===== config.mk =====
export PLATFORM = sky130hd
export DESIGN_NAME = mmio_uart_ctrl
export DESIGN_NICKNAME = d
export VERILOG_FILES = /design/src/rtl/mmio_uart_ctrl.sv
export SDC_FILE = /design/constraint.sdc
export NUM_CORES = 1
export LEC_CHECK = 0
export BUFFER_PORTS_ARGS = -buffer_cell sky130_fd_sc_hd__buf_2
export CAP_MARGIN = 40
export CORE_MARGIN = 2
export CORE_UTILIZATION = 45
export DETAILED_ROUTE_END_ITERATION = 8
export GPL_TIMING_DRIVEN = 0
export HOLD_SLACK_MARGIN = 0.03
export PLACE_DENSITY = 0.65
export SYNTH_ARGS = -nofsm -noshare
export SYNTH_HDL_FRONTEND = slang
export SYNTH_SLANG_ARGS = --single-unit
export TNS_END_PERCENT = 10

===== constraint.sdc =====
create_clock -name clk -period 4 [get_ports clk]
set_clock_uncertainty 0.15 [all_clocks]
set_input_delay 0.6 -clock clk [delete_from_list [all_inputs] [get_ports clk]]
set_output_delay 0.6 -clock clk [all_outputs]
set_load 0.01 [all_outputs]

===== src/rtl/mmio_uart_ctrl.sv =====
// MMIO bridge between the load/store stage and the uart: register decode, TX holding register,
// RX byte FIFO with sticky overflow, and cycle / retired-instruction counters.
module mmio_uart_ctrl #(
  parameter int unsigned RX_FIFO_DEPTH = 8,
  parameter logic [31:0] IO_BASE       = 32'h8000_0000
) (
  input  logic        clk,
  input  logic        rst,
  input  logic [31:0] io_addr,
  input  logic        io_re,
  input  logic        io_we,
  input  logic [31:0] io_wdata,
  output logic [31:0] io_rdata,
  input  logic        inst_retire,
  output logic [7:0]  uart_tx_data,
  output logic        uart_tx_valid,
  input  logic        uart_tx_ready,
  input  logic [7:0]  uart_rx_data,
  input  logic        uart_rx_valid,
  output logic        uart_rx_ready
);

  localparam int unsigned AW = $clog2(RX_FIFO_DEPTH);
  localparam logic [AW:0] PtrOne = {{AW{1'b0}}, 1'b1};

  localparam logic [7:0] OffStatus  = 8'h00;
  localparam logic [7:0] OffRxData  = 8'h04;
  localparam logic [7:0] OffTxData  = 8'h08;
  localparam logic [7:0] OffCycles  = 8'h10;
  localparam logic [7:0] OffInstret = 8'h14;
  localparam logic [7:0] OffCntRst  = 8'h18;

  localparam logic [0:0] StIdle = 1'b0;
  localparam logic [0:0] StSend = 1'b1;

  logic       sel, rd, wr;
  logic [7:0] off;
  logic       unused_bits;

  assign sel         = io_addr[31:28] == IO_BASE[31:28];
  assign off         = io_addr[7:0];
  assign rd          = io_re && sel;
  assign wr          = io_we && sel;
  assign unused_bits = ^{io_addr[27:8], io_wdata[31:8]};

  // TX holding register
  logic [0:0] state_q, state_d;
  logic [7:0] tx_data_q, tx_data_d;
  logic       tx_free;

  assign tx_free       = state_q == StIdle;
  assign uart_tx_valid = state_q == StSend;
  assign uart_tx_data  = tx_data_q;

  always_comb begin
    state_d   = state_q;
    tx_data_d = tx_data_q;
    case (state_q)
      StIdle: begin
        if (wr && off == OffTxData) begin
          tx_data_d = io_wdata[7:0];
          state_d   = StSend;
        end
      end
      StSend: begin
        if (uart_tx_ready) state_d = StIdle;
      end
      default: state_d = StIdle;
    endcase
  end

  always_ff @(posedge clk or posedge rst) begin
    if (rst) begin
      state_q   <= StIdle;
      tx_data_q <= 8'h00;
    end else begin
      state_q   <= state_d;
      tx_data_q <= tx_data_d;
    end
  end

  // RX FIFO; one extra pointer bit distinguishes full from empty
  logic [7:0] fifo_mem [RX_FIFO_DEPTH];
  logic [AW:0] wptr_q, rptr_q;
  logic        fifo_empty, fifo_full, pop, push, ovf_set;
  logic        rx_overflow_q;
  logic [7:0]  head;

  assign uart_rx_ready = 1'b1;
  assign fifo_empty    = wptr_q == rptr_q;
  assign fifo_full     = (wptr_q[AW] != rptr_q[AW]) && (wptr_q[AW-1:0] == rptr_q[AW-1:0]);
  assign head          = fifo_mem[rptr_q[AW-1:0]];
  assign pop           = rd && off == OffRxData && !fifo_empty;
  // A pop on a full FIFO frees the slot the incoming byte lands in
  assign push          = uart_rx_valid && (!fifo_full || pop);
  assign ovf_set       = uart_rx_valid && fifo_full && !pop;

  always_ff @(posedge clk) begin
    if (push) fifo_mem[wptr_q[AW-1:0]] <= uart_rx_data;
  end

  always_ff @(posedge clk or posedge rst) begin
    if (rst) begin
      wptr_q        <= '0;
      rptr_q        <= '0;
      rx_overflow_q <= 1'b0;
    end else begin
      if (push) wptr_q <= wptr_q + PtrOne;
      if (pop)  rptr_q <= rptr_q + PtrOne;
      if (ovf_set)                       rx_overflow_q <= 1'b1;
      else if (rd && off == OffStatus)   rx_overflow_q <= 1'b0;
    end
  end

  // Benchmark counters
  logic [31:0] cycles_q, instret_q;
  logic        cnt_clr;

  assign cnt_clr = wr && off == OffCntRst;

  always_ff @(posedge clk or posedge rst) begin
    if (rst) begin
      cycles_q  <= 32'd0;
      instret_q <= 32'd0;
    end else if (cnt_clr) begin
      cycles_q  <= 32'd0;
      instret_q <= 32'd0;
    end else begin
      cycles_q <= cycles_q + 32'd1;
      if (inst_retire) instret_q <= instret_q + 32'd1;
    end
  end

  // Read data is registered and holds between reads
  logic [31:0] rdata_q, rdata_d;

  always_comb begin
    rdata_d = rdata_q;
    if (rd) begin
      case (off)
        OffStatus:  rdata_d = {29'b0, rx_overflow_q, !fifo_empty, tx_free};
        OffRxData:  rdata_d = fifo_empty ? 32'b0 : {24'b0, head};
        OffCycles:  rdata_d = cycles_q;
        OffInstret: rdata_d = instret_q;
        default:    rdata_d = 32'b0;
      endcase
    end
  end

  always_ff @(posedge clk or posedge rst) begin
    if (rst) rdata_q <= 32'b0;
    else     rdata_q <= rdata_d;
  end

  assign io_rdata = rdata_q;

endmodule


==> results of run 1 <==
## sequential cells by signal, summed over array words and instances, names as in the netlist
signal / flops
fifo_mem: 64
rx_overflow_q: 1
io_rdata: 32
uart_tx_valid: 1
uart_tx_data: 8
cycles_q: 32
wptr_q: 4
rptr_q: 4
instret_q: 32
## stage by stage
stage          TNS (ps)  utilization  total power, mW  hold slack (ps)  std cells
6_report              0        0.536             4.43              182       1031
5_1_grt               0        0.536             4.63              207       1031
4_1_cts               0        0.536             4.46              177       1030
3_5_place_dp          0        0.504             2.87              315        998
3_3_place_gp    -126090        0.498             2.79              309        991
2_1_floorplan         0            -             2.63              312        688
## worst max path at each step
stage | to | slack (ps) | cells past startpoint
2_1_floorplan | cycles_q[0]$_DFF_PP0_ | 230 | 1
3_3_place_gp | io_rdata[11]$_DFFE_PP0N_ | -1020 | 2
3_5_place_dp | fifo_mem[3][5]$_DFFE_PP_ | 600 | 6
4_1_cts | fifo_mem[3][6]$_DFFE_PP_ | 950 | 6
5_1_grt | fifo_mem[4][7]$_DFFE_PP_ | 700 | 7
6_report | fifo_mem[4][7]$_DFFE_PP_ | 990 | 7
## worst reg2reg max path, delay by kind of cell, from the launching register on
family | cells | cell delay (ps)
buf+inv | 3 | 980
xor+xnor | 1 | 210
simple gates | 3 | 1050
flops | 1 | 370
## power breakdown
part / internal [mW] / total, mW / switching, mW / leakage (nW)
logic: 0.238 / 0.583 / 0.345 / 1.47
registers: 2.09 / 2.25 / 0.156 / 2.12
clock network: 0.825 / 1.60 / 0.776 / 0.274
## cell usage in the layout, fill, tap and decap left out, types with 3 or more instances in the layout
cell type / count
dfrtp_1: 114
buf_2: 89
edfxtp_1: 64
nand2_1: 54
mux2i_1: 37
o21ai_0: 36
a21oi_1: 36
nor2_1: 30
nand3_1: 29
or4_1: 29
o31ai_1: 27
clkbuf_1: 22
xor2_1: 20
nand4_1: 18
clkbuf_16: 17
nor3_1: 16
mux2_2: 16
mux4_2: 16
xnor2_1: 15
or3_1: 8
buf_4: 8
nor4_1: 8
and2_1: 6
inv_6: 6
and3_1: 5
and4_1: 5
inv_1: 5
nand2b_1: 5
nor4b_1: 4
nor4b_2: 4
a221o_1: 4
ha_1: 4
buf_1: 3
nor4_2: 3
o22a_1: 3
inv_8: 3
## per-layer routing
metal,part of all wire,vias to the layer above,GRT usage
met3,0.038,19,0.0414
met2,0.51,145,0.360
met1,0.43,2974,0.269
met5,0,-,0
li1,-,2806,-
met4,0.013,0,0.0574
## synth_stat cells, types with 6 or more instances
cell,count,share of area
o31ai_1,27,0.024
o21ai_0,36,0.022
nor3_1,17,0.010
mux2i_1,37,0.045
xor2_1,20,0.021
or4_1,29,0.026
mux4_2,16,0.043
nor2_1,30,0.014
mux2_2,16,0.022
nand4_1,18,0.014
dfrtp_1,114,0.34
nor4_1,10,0.0075
nand2_1,54,0.024
or3_1,8,0.0060
inv_1,6,0.0027
nor4b_1,7,0.0074
and2_1,6,0.0045
nand3_1,29,0.017
edfxtp_1,64,0.23
clkbuf_1,22,0.0099
xnor2_1,15,0.016
a21oi_1,36,0.022
buf_2,15,0.0090
## kinds of logic after synthesis
| family | Yosys count | synth area share |
|---|---|---|
| AND/OR/NAND/NOR | 241 | 0.167 |
| flip-flops | 178 | 0.574 |
| AO/OA/AOI/OAI | 111 | 0.0803 |
| multiplexers | 69 | 0.110 |
| buffers and inverters | 49 | 0.0254 |
| XOR/XNOR | 35 | 0.0369 |
| adder cells (fa/ha/maj) | 4 | 0.00602 |
| other | 1 | 0.000451 |
## layout make-up
class | instances | area [um^2] | share of cell area
sequential | 178 | 4770 | 0.494
clock buffer | 17 | 425 | 0.0440
buffer | 43 | 189 | 0.0196
timing repair buffer | 81 | 443 | 0.0459
multi-input combinational | 461 | 3370 | 0.349
clock inverter | 15 | 140 | 0.0145
tap | 229 | 287 | 0.0297
inverter | 6 | 25.0 | 0.00259
antenna | 1 | 2.50 | 0.000259
==> results.json, run 1 <==
{
  "path_clk_slew_ps": 70,
  "gp_congestion": 0.837,
  "async_reset_ff_frac": 0.640,
  "leakage_nw": 3.86,
  "startpoint": "wptr_q[0]$_DFFE_PP0P_",
  "avgSynthCellArea_um2": 12.1,
  "fill_cells": 1594,
  "antenna_found_initial": 1,
  "io_pins": 121,
  "syn-num-nets": 771,
  "final_nets": 871,
  "start_util": 0.461,
  "status": "finished clean",
  "hpwl_um": 14100,
  "r2r_start": "wptr_q[0]$_DFFE_PP0P_",
  "die_width_um": 140,
  "grt_usage": 0.208,
  "min_period_ps": 3010,
  "place_area_mm2": 0.00909,
  "first_iter_violations": 557,
  "grt_first_pass_wirelength_um": 32200,
  "crit_slowest_cell": "nor4_1",
  "syn_inst": 688,
  "vias": 5944,
  "slew_headroom": 0.417,
  "root_buffer": "clkbuf_16",
  "area_growth_syn_to_layout_pct": 16.1,
  "cp_common_cell": "clkbuf_1",
  "die_h_um": 140,
  "grt_max_degree": 63,
  "maxCapViolCount": 0,
  "powerDensity_mw_per_mm2": 459,
  "synth-edff-count": 64,
  "r2r_cells": 7,
  "post_cts_buffers": 0,
  "core_mm2": 0.0180,
  "yosysSeqAreaShare": 0.574,
  "clk_latency_ps": 430,
  "cp-start-kind": "register",
  "ant_nets": 0,
  "slew_viol_final": 0,
  "wl_per_cell_um": 19.0,
  "cts.htree.levels": 4,
  "place_ws_ps": 603,
  "rows": 49,
  "synth_top_flop_cell": "dfrtp_1",
  "clock.fmax_ghz": 0.333,
  "yosys_register_bits": 178,
  "peakVddDrop_v": 0.000439,
  "holdBufCountCts": 0,
  "via_per_inst": 5.77,
  "fin_crit_sh": 0.752,
  "finalWorstSetupSlack_ps": 992,
  "final_area_mm2": 0.00966,
  "endpoint_kind": "register",
  "path_buf_inv": 3,
  "grt_overflow": 0,
  "portBuffers": 74,
  "required_ps": 4040,
  "synth_cell_types": 50,
  "grt_pass1_vias": 6013,
  "drc": 0,
  "syn_area_mm2": 0.00832,
  "clk_path_buf_depth": 2,
  "cp_max_fo": 9,
  "die-area_mm2": 0.0196,
  "hold_path_class": "primary input to asynchronous set/reset pin",
  "cts_buffers": 17,
  "drive_gt1_frac": 0.230,
  "rsz0062_at_grt": "no",
  "r2r-end": "fifo_mem[4][7]$_DFFE_PP_",
  "drt-pass1-iter-count": 7,
  "cp.arrival_ps": 3050,
  "setup_viol": 0,
  "cts_sinks": 178,
  "slowest_delay_ps": 660,
  "cts_tree": "built",
  "tightest_slew_ps": 870,
  "finalHoldViolCount": 0,
  "path_cells": "clkbuf_1 -> xor2_1 -> nor4_1 -> and2_1 -> clkbuf_1 -> nor4_2 -> buf_4",
  "totalWireLength_um": 19500,
  "worst-setup-path-type": "register to register",
  "r2r_slack_ps": 990,
  "crit_family": "simple AND/OR/NAND/NOR gates",
  "yosys_warnings": 0,
  "ctsResizeCount": 0
}
Note: power is estimated with default switching activity, not from simulation.
==> run 2, diff against run 1 <==
ABC_AREA = 1   (was not set)
PLACE_DENSITY = 0.67   (was 0.65)
clock period = 2.48 ns   (was 4 ns; I/O delays follow)
==> results.json, run 2 <==
{
  "antenna_found_initial": 0,
  "ant_nets": 0,
  "grt_usage": 0.242,
  "grt_overflow": 0,
  "rsz0062_at_grt": "no",
  "post_cts_buffers": 0,
  "status": "finished clean",
  "yosys.cell_count.top_type": "nand2_1",
  "busiest_layer": "met2",
  "syn-num-nets": 1185,
  "die_h_um": 145,
  "grtUsageMet1": 0.335,
  "io_pins": 121,
  "yosysTopAreaCell": "dfrtp_1",
  "drc": 0,
  "grt_first_pass_wirelength_um": 38400,
  "maxCapViolCount": 0,
  "grt_max_degree": 34,
  "core_mm2": 0.0195,
  "grt_use_met2": 0.395,
  "slew_viol_final": 0,
  "grt_pass1_vias": 7296,
  "first_iter_violations": 783,
  "cts.htree.levels": 4,
  "clock.fmax_ghz": 0.417,
  "postLayoutCoreUtil": 0.538,
  "cts_sinks": 178,
  "drive_gt1_frac": 0.133,
  "yosys-top-cells-area": "dfrtp_1, edfxtp_1, nand2_1, nor2_1, nand3_1",
  "worst-setup-path-type": "register to register",
  "fin_crit_sh": 0.968,
  "path_clk_slew_ps": 80,
  "cp.arrival_ps": 2320,
  "final_nets": 1296,
  "die_width_um": 145,
  "syn_inst": 1102,
  "endpoint_kind": "register",
  "powerDensity_mw_per_mm2": 720,
  "cp_max_fo": 10,
  "start_util": 0.458,
  "rows": 51,
  "via_per_inst": 5.13,
  "hold_path_class": "primary input to register",
  "leakage_nw": 5.09,
  "area_growth_syn_to_layout_pct": 17.5,
  "vias": 7646,
  "cp-start-kind": "register",
  "hold_ws_ps": 39.0,
  "tightest_slew_ps": 795,
  "gp_congestion": 0.933,
  "synth_cell_types": 38,
  "syn_area_mm2": 0.00891,
  "final_common_cell": "nand2_1",
  "clk_latency_ps": 450,
  "cts_tree": "built",
  "async_reset_ff_frac": 0.640,
  "wl_per_cell_um": 16.2,
  "hpwl_um": 17700,
  "portBuffers": 74,
  "synth-edff-count": 64,
  "cts_buffers": 17,
  "slew_headroom": 0.468,
  "globalRouteMet3Util": 0.0474,
  "synth_top_flop_cell": "dfrtp_1",
  "die-area_mm2": 0.0209,
  "yosys_register_bits": 178,
  "drt-pass1-iter-count": 5,
  "finalHoldViolCount": 0,
  "root_buffer": "clkbuf_16",
  "required_ps": 2400,
  "fill_cells": 1799,
  "min_period_ps": 2400,
  "clk_path_buf_depth": 2,
  "avgSynthCellArea_um2": 8.09,
  "yosysSeqAreaShare": 0.536,
  "yosys_warnings": 0,
  "antenna_cells": 0,
  "largest_register_ffs": 64,
  "synth_commonest_cells": "nand2_1, nor2_1, dfrtp_1",
  "totalWireLength_um": 24200,
  "netlist.area_leader.share": 0.320,
  "peakVddDrop_v": 0.000587,
  "setup_viol": 0,
  "final_cell_mix": "nand2_1, nor2_1, dfrtp_1, inv_1, buf_2"
}
==> run 2: what timing repair did <==
action                                 4_1_cts  5_1_grt
endpoints found under the hold margin       31        0
cloned                                       0        0
hold buffers                                10        0
resized for setup                            2        1
setup endpoints to repair                   13        8
==> run 2: logic make-up (layout without fill, tap and decap cells) <==
logic type	after synthesis	in the layout	synth area share
xor+xnor	25	25	0.0246
compound gates	107	107	0.0657
flops	178	178	0.536
fa+ha+maj	4	4	0.00562
simple gates	647	647	0.304
other cells	1	1	0.000421
buf+inv	140	264	0.0638
==> run 2: metal layers <==
metal | vias up | part of all wire
li1 | 3791 | -
met1 | 3581 | 0.45
met5 | - | 0
met2 | 248 | 0.48
met4 | 0 | 0.011
met3 | 26 | 0.067
==> run 2: final timing paths <==
| kind | startpoint | endpoint | slack (ps) | cells after the start |
|---|---|---|---|---|
| min reg2reg | uart_tx_data[3]$_DFFE_PP0P_ | uart_tx_data[3]$_DFFE_PP0P_ | 320 | 2 |
| max in group asynchronous | rst | io_rdata[10]$_DFFE_PP0N_ | 1010 | 5 |
| max reg2reg | rptr_q[1]$_DFFE_PP0P_ | fifo_mem[0][0]$_DFFE_PP_ | 80 | 7 |
| min | uart_rx_data[2] | fifo_mem[6][2]$_DFFE_PP_ | 40 | 1 |
| max | rptr_q[1]$_DFFE_PP0P_ | fifo_mem[0][0]$_DFFE_PP_ | 80 | 7 |
| min in group asynchronous | rst | uart_tx_data[1]$_DFFE_PP0P_ | 380 | 3 |
==> run 2: per-stage QoR <==
stage / setup slack [ps] / TNS (ps) / cell area [um^2] / instances / power, mW
detailed placement: -381 / -12500 / 9730 / 1449 / 4.70
global placement: -827 / -61520 / 9620 / 1441 / 4.64
global route: 9.96 / 0 / 10500 / 1491 / 7.87
floorplan: 210 / 0 / 8910 / 1102 / 4.32
CTS: -11.8 / -52.5 / 10500 / 1491 / 7.54
finish: 79.2 / 0 / 10500 / 1491 / 7.54
==> run 2: final cells by class <==
cell class / count / area, um^2 / area share
Timing Repair Buffer: 92 / 566 / 0.0540
Clock inverter: 15 / 204 / 0.0195
Clock buffer: 17 / 425 / 0.0406
Tap cell: 265 / 332 / 0.0317
Buffer: 32 / 163 / 0.0155
Sequential cell: 178 / 4770 / 0.456
Inverter: 108 / 409 / 0.0391
Multi-Input combinational cell: 784 / 3600 / 0.344
==> run 2: worst max-delay path: stages (launching register included) <==
cell     delay (ps)
dfrtp_1         380
buf_4           180
xnor2_1         130
nand2_1          90
nor2_1           50
nand3_1         200
nand3_2         190
nor2_1          650
==> run 2: report_power, final <==
part	leakage, nW	total (mW)	internal, mW	switching, mW
clock	0.305	2.84	1.41	1.43
combinational	2.82	1.07	0.354	0.721
sequential	1.96	3.62	3.39	0.236
==> run 3, diff against run 2 <==
CORE_UTILIZATION = 52   (was 45)
PLACE_DENSITY = 0.76   (was 0.67)
clock period = 2.15 ns   (was 2.48 ns; I/O delays follow)
==> results.json, run 3 (synthesis gave the netlist of run 2 again) <==
{
  "status": "finished clean",
  "wl_per_cell_um": 16.4,
  "tightest_slew_ps": 750,
  "cp.arrival_ps": 2120,
  "peakVddDrop_v": 0.000606,
  "leakage_nw": 5.17,
  "place_area_mm2": 0.00967,
  "hold_ws_ps": 168,
  "totalWireLength_um": 24000,
  "die_h_um": 135,
  "clock.fmax_ghz": 0.474,
  "min_period_ps": 2110,
  "root_buffer": "clkbuf_16",
  "drive_gt1_frac": 0.141,
  "clockPowerShare": 0.371,
  "rsz0062_at_grt": "yes",
  "clk_path_buf_depth": 2,
  "hpwl_um": 17100,
  "slew_viol_final": 0,
  "grt_max_degree": 35,
  "setup_viol": 0,
  "antenna_cells": 0,
  "p_int_mw": 5.99,
  "combPwrFrac": 0.152,
  "cts_tree": "built",
  "via_per_inst": 5.48,
  "final_area_mm2": 0.0106,
  "seq_area_mm2": 0.00477,
  "fin_crit_sh": 0.982,
  "p_seq_frac": 0.477,
  "hold_path_class": "primary input to register",
  "min-delay-start": "inst_retire",
  "grt_pass1_vias": 7582,
  "antenna_found_initial": 0,
  "multi_input_area_mm2": 0.00363,
  "endpoint_kind": "register",
  "postLayoutCoreUtil": 0.637,
  "final_cell_mix": "nand2_1, nor2_1, dfrtp_1, inv_1, buf_2",
  "start_util": 0.535,
  "path_buf_inv": 3,
  "rows": 47,
  "fill_cells": 1381,
  "core_mm2": 0.0166,
  "cts_buffers": 17,
  "die_width_um": 135,
  "cts.htree.levels": 4,
  "finalHoldViolCount": 0,
  "gp_congestion": 0.983,
  "io_pins": 121,
  "cp-start-kind": "register",
  "crit_family": "simple AND/OR/NAND/NOR gates",
  "largest_register_ffs": 64,
  "slowest_delay_ps": 390,
  "dp.cells": 1406,
  "portBuffers": 74,
  "final_common_cell": "nand2_1",
  "first_iter_violations": 894,
  "grt_overflow": 0,
  "ant_nets": 0,
  "r2r_slack_ps": 40,
  "swShare": 0.317,
  "startpoint": "rptr_q[1]$_DFFE_PP0P_",
  "vias": 8006,
  "grt_first_pass_wirelength_um": 38000,
  "final_nets": 1312,
  "r2r_start": "rptr_q[1]$_DFFE_PP0P_",
  "cts_sinks": 178,
  "die-area_mm2": 0.0182,
  "worst-setup-path-type": "register to register",
  "power_mw": 8.76,
  "p_switching_mw": 2.78,
  "crit_slowest_cell": "dfrtp_1",
  "required_ps": 2160,
  "path_cells": "buf_4 -> xnor2_1 -> nand2_1 -> nor2_1 -> nand3_2 -> nand3_2 -> nor3_2 -> buf_4 -> buf_2",
  "path_clk_slew_ps": 80,
  "maxCapViolCount": 0,
  "grt_usage": 0.271,
  "clk_latency_ps": 440,
  "drc": 0,
  "powerDensity_mw_per_mm2": 827,
  "final_cells": 1462,
  "cp_max_fo": 10,
  "drt-pass1-iter-count": 7,
  "area_growth_syn_to_layout_pct": 18.9,
  "slew_headroom": 0.499
}
run 3: layout make-up:
cell class	instances	area share
plain buffers	32	0.0153
clock buffers	17	0.0401
clock inverters	15	0.0197
inverters	108	0.0386
multi-input cells	784	0.343
flip-flops and latches	178	0.451
well taps	220	0.0260
repair buffers	108	0.0671
run 3: repair_timing:
item | CTS | global route
endpoints found under the hold margin | 106 | 0
setup buffers | 1 | 4
gates resized for setup | 8 | 10
endpoints found under the setup margin | 48 | 36
hold buffers | 19 | 0
run 3: path summary, 6_finish.rpt:
kind                                                    end  cells after the start
worst max-delay path               fifo_mem[6][4]$_DFFE_PP_                      9
worst min-delay path              instret_q[16]$_DFFE_PP0P_                      3
worst max register to register     fifo_mem[6][4]$_DFFE_PP_                      9
worst min register to register  uart_tx_data[5]$_DFFE_PP0P_                      2
max in group asynchronous            cycles_q[14]$_DFF_PP0_                      6
min in group asynchronous         instret_q[19]$_DFFE_PP0P_                      3
run 3: routing by layer:
| metal | up-vias | share of wire | track usage |
|---|---|---|---|
| li1 | 3822 | - | - |
| met1 | 3745 | 0.43 | 0.377 |
| met2 | 383 | 0.46 | 0.423 |
| met3 | 56 | 0.088 | 0.0454 |
| met4 | 0 | 0.027 | 0.112 |
| met5 | - | 0 | 0 |
run 3: power groups by stage:
stage	clock [mW]	combinational (mW)	sequential, mW
6_report	3.25	1.33	4.18
3_3_place_gp	0	1.09	4.23
4_1_cts	3.28	1.24	4.17
2_1_floorplan	0	0.813	4.18
3_5_place_dp	0	1.17	4.23
5_1_grt	3.39	1.49	4.22
run 3: stage by stage:
step	setup slack (ps)	setup TNS, ps
global placement	-945	-99080
finish	39.7	0
detailed placement	-735	-25130
global route	-70.6	-625
CTS	-52.3	-458
floorplan	-70.6	-2200
run 3: worst reg2reg max path: stages, from the launching register on:
cell and delay [ps]:
dfrtp_1 390, buf_4 180, xnor2_1 130, nand2_1 90
nor2_1 60, nand3_2 130, nand3_2 180, nor3_2 160
buf_4 180, buf_2 170
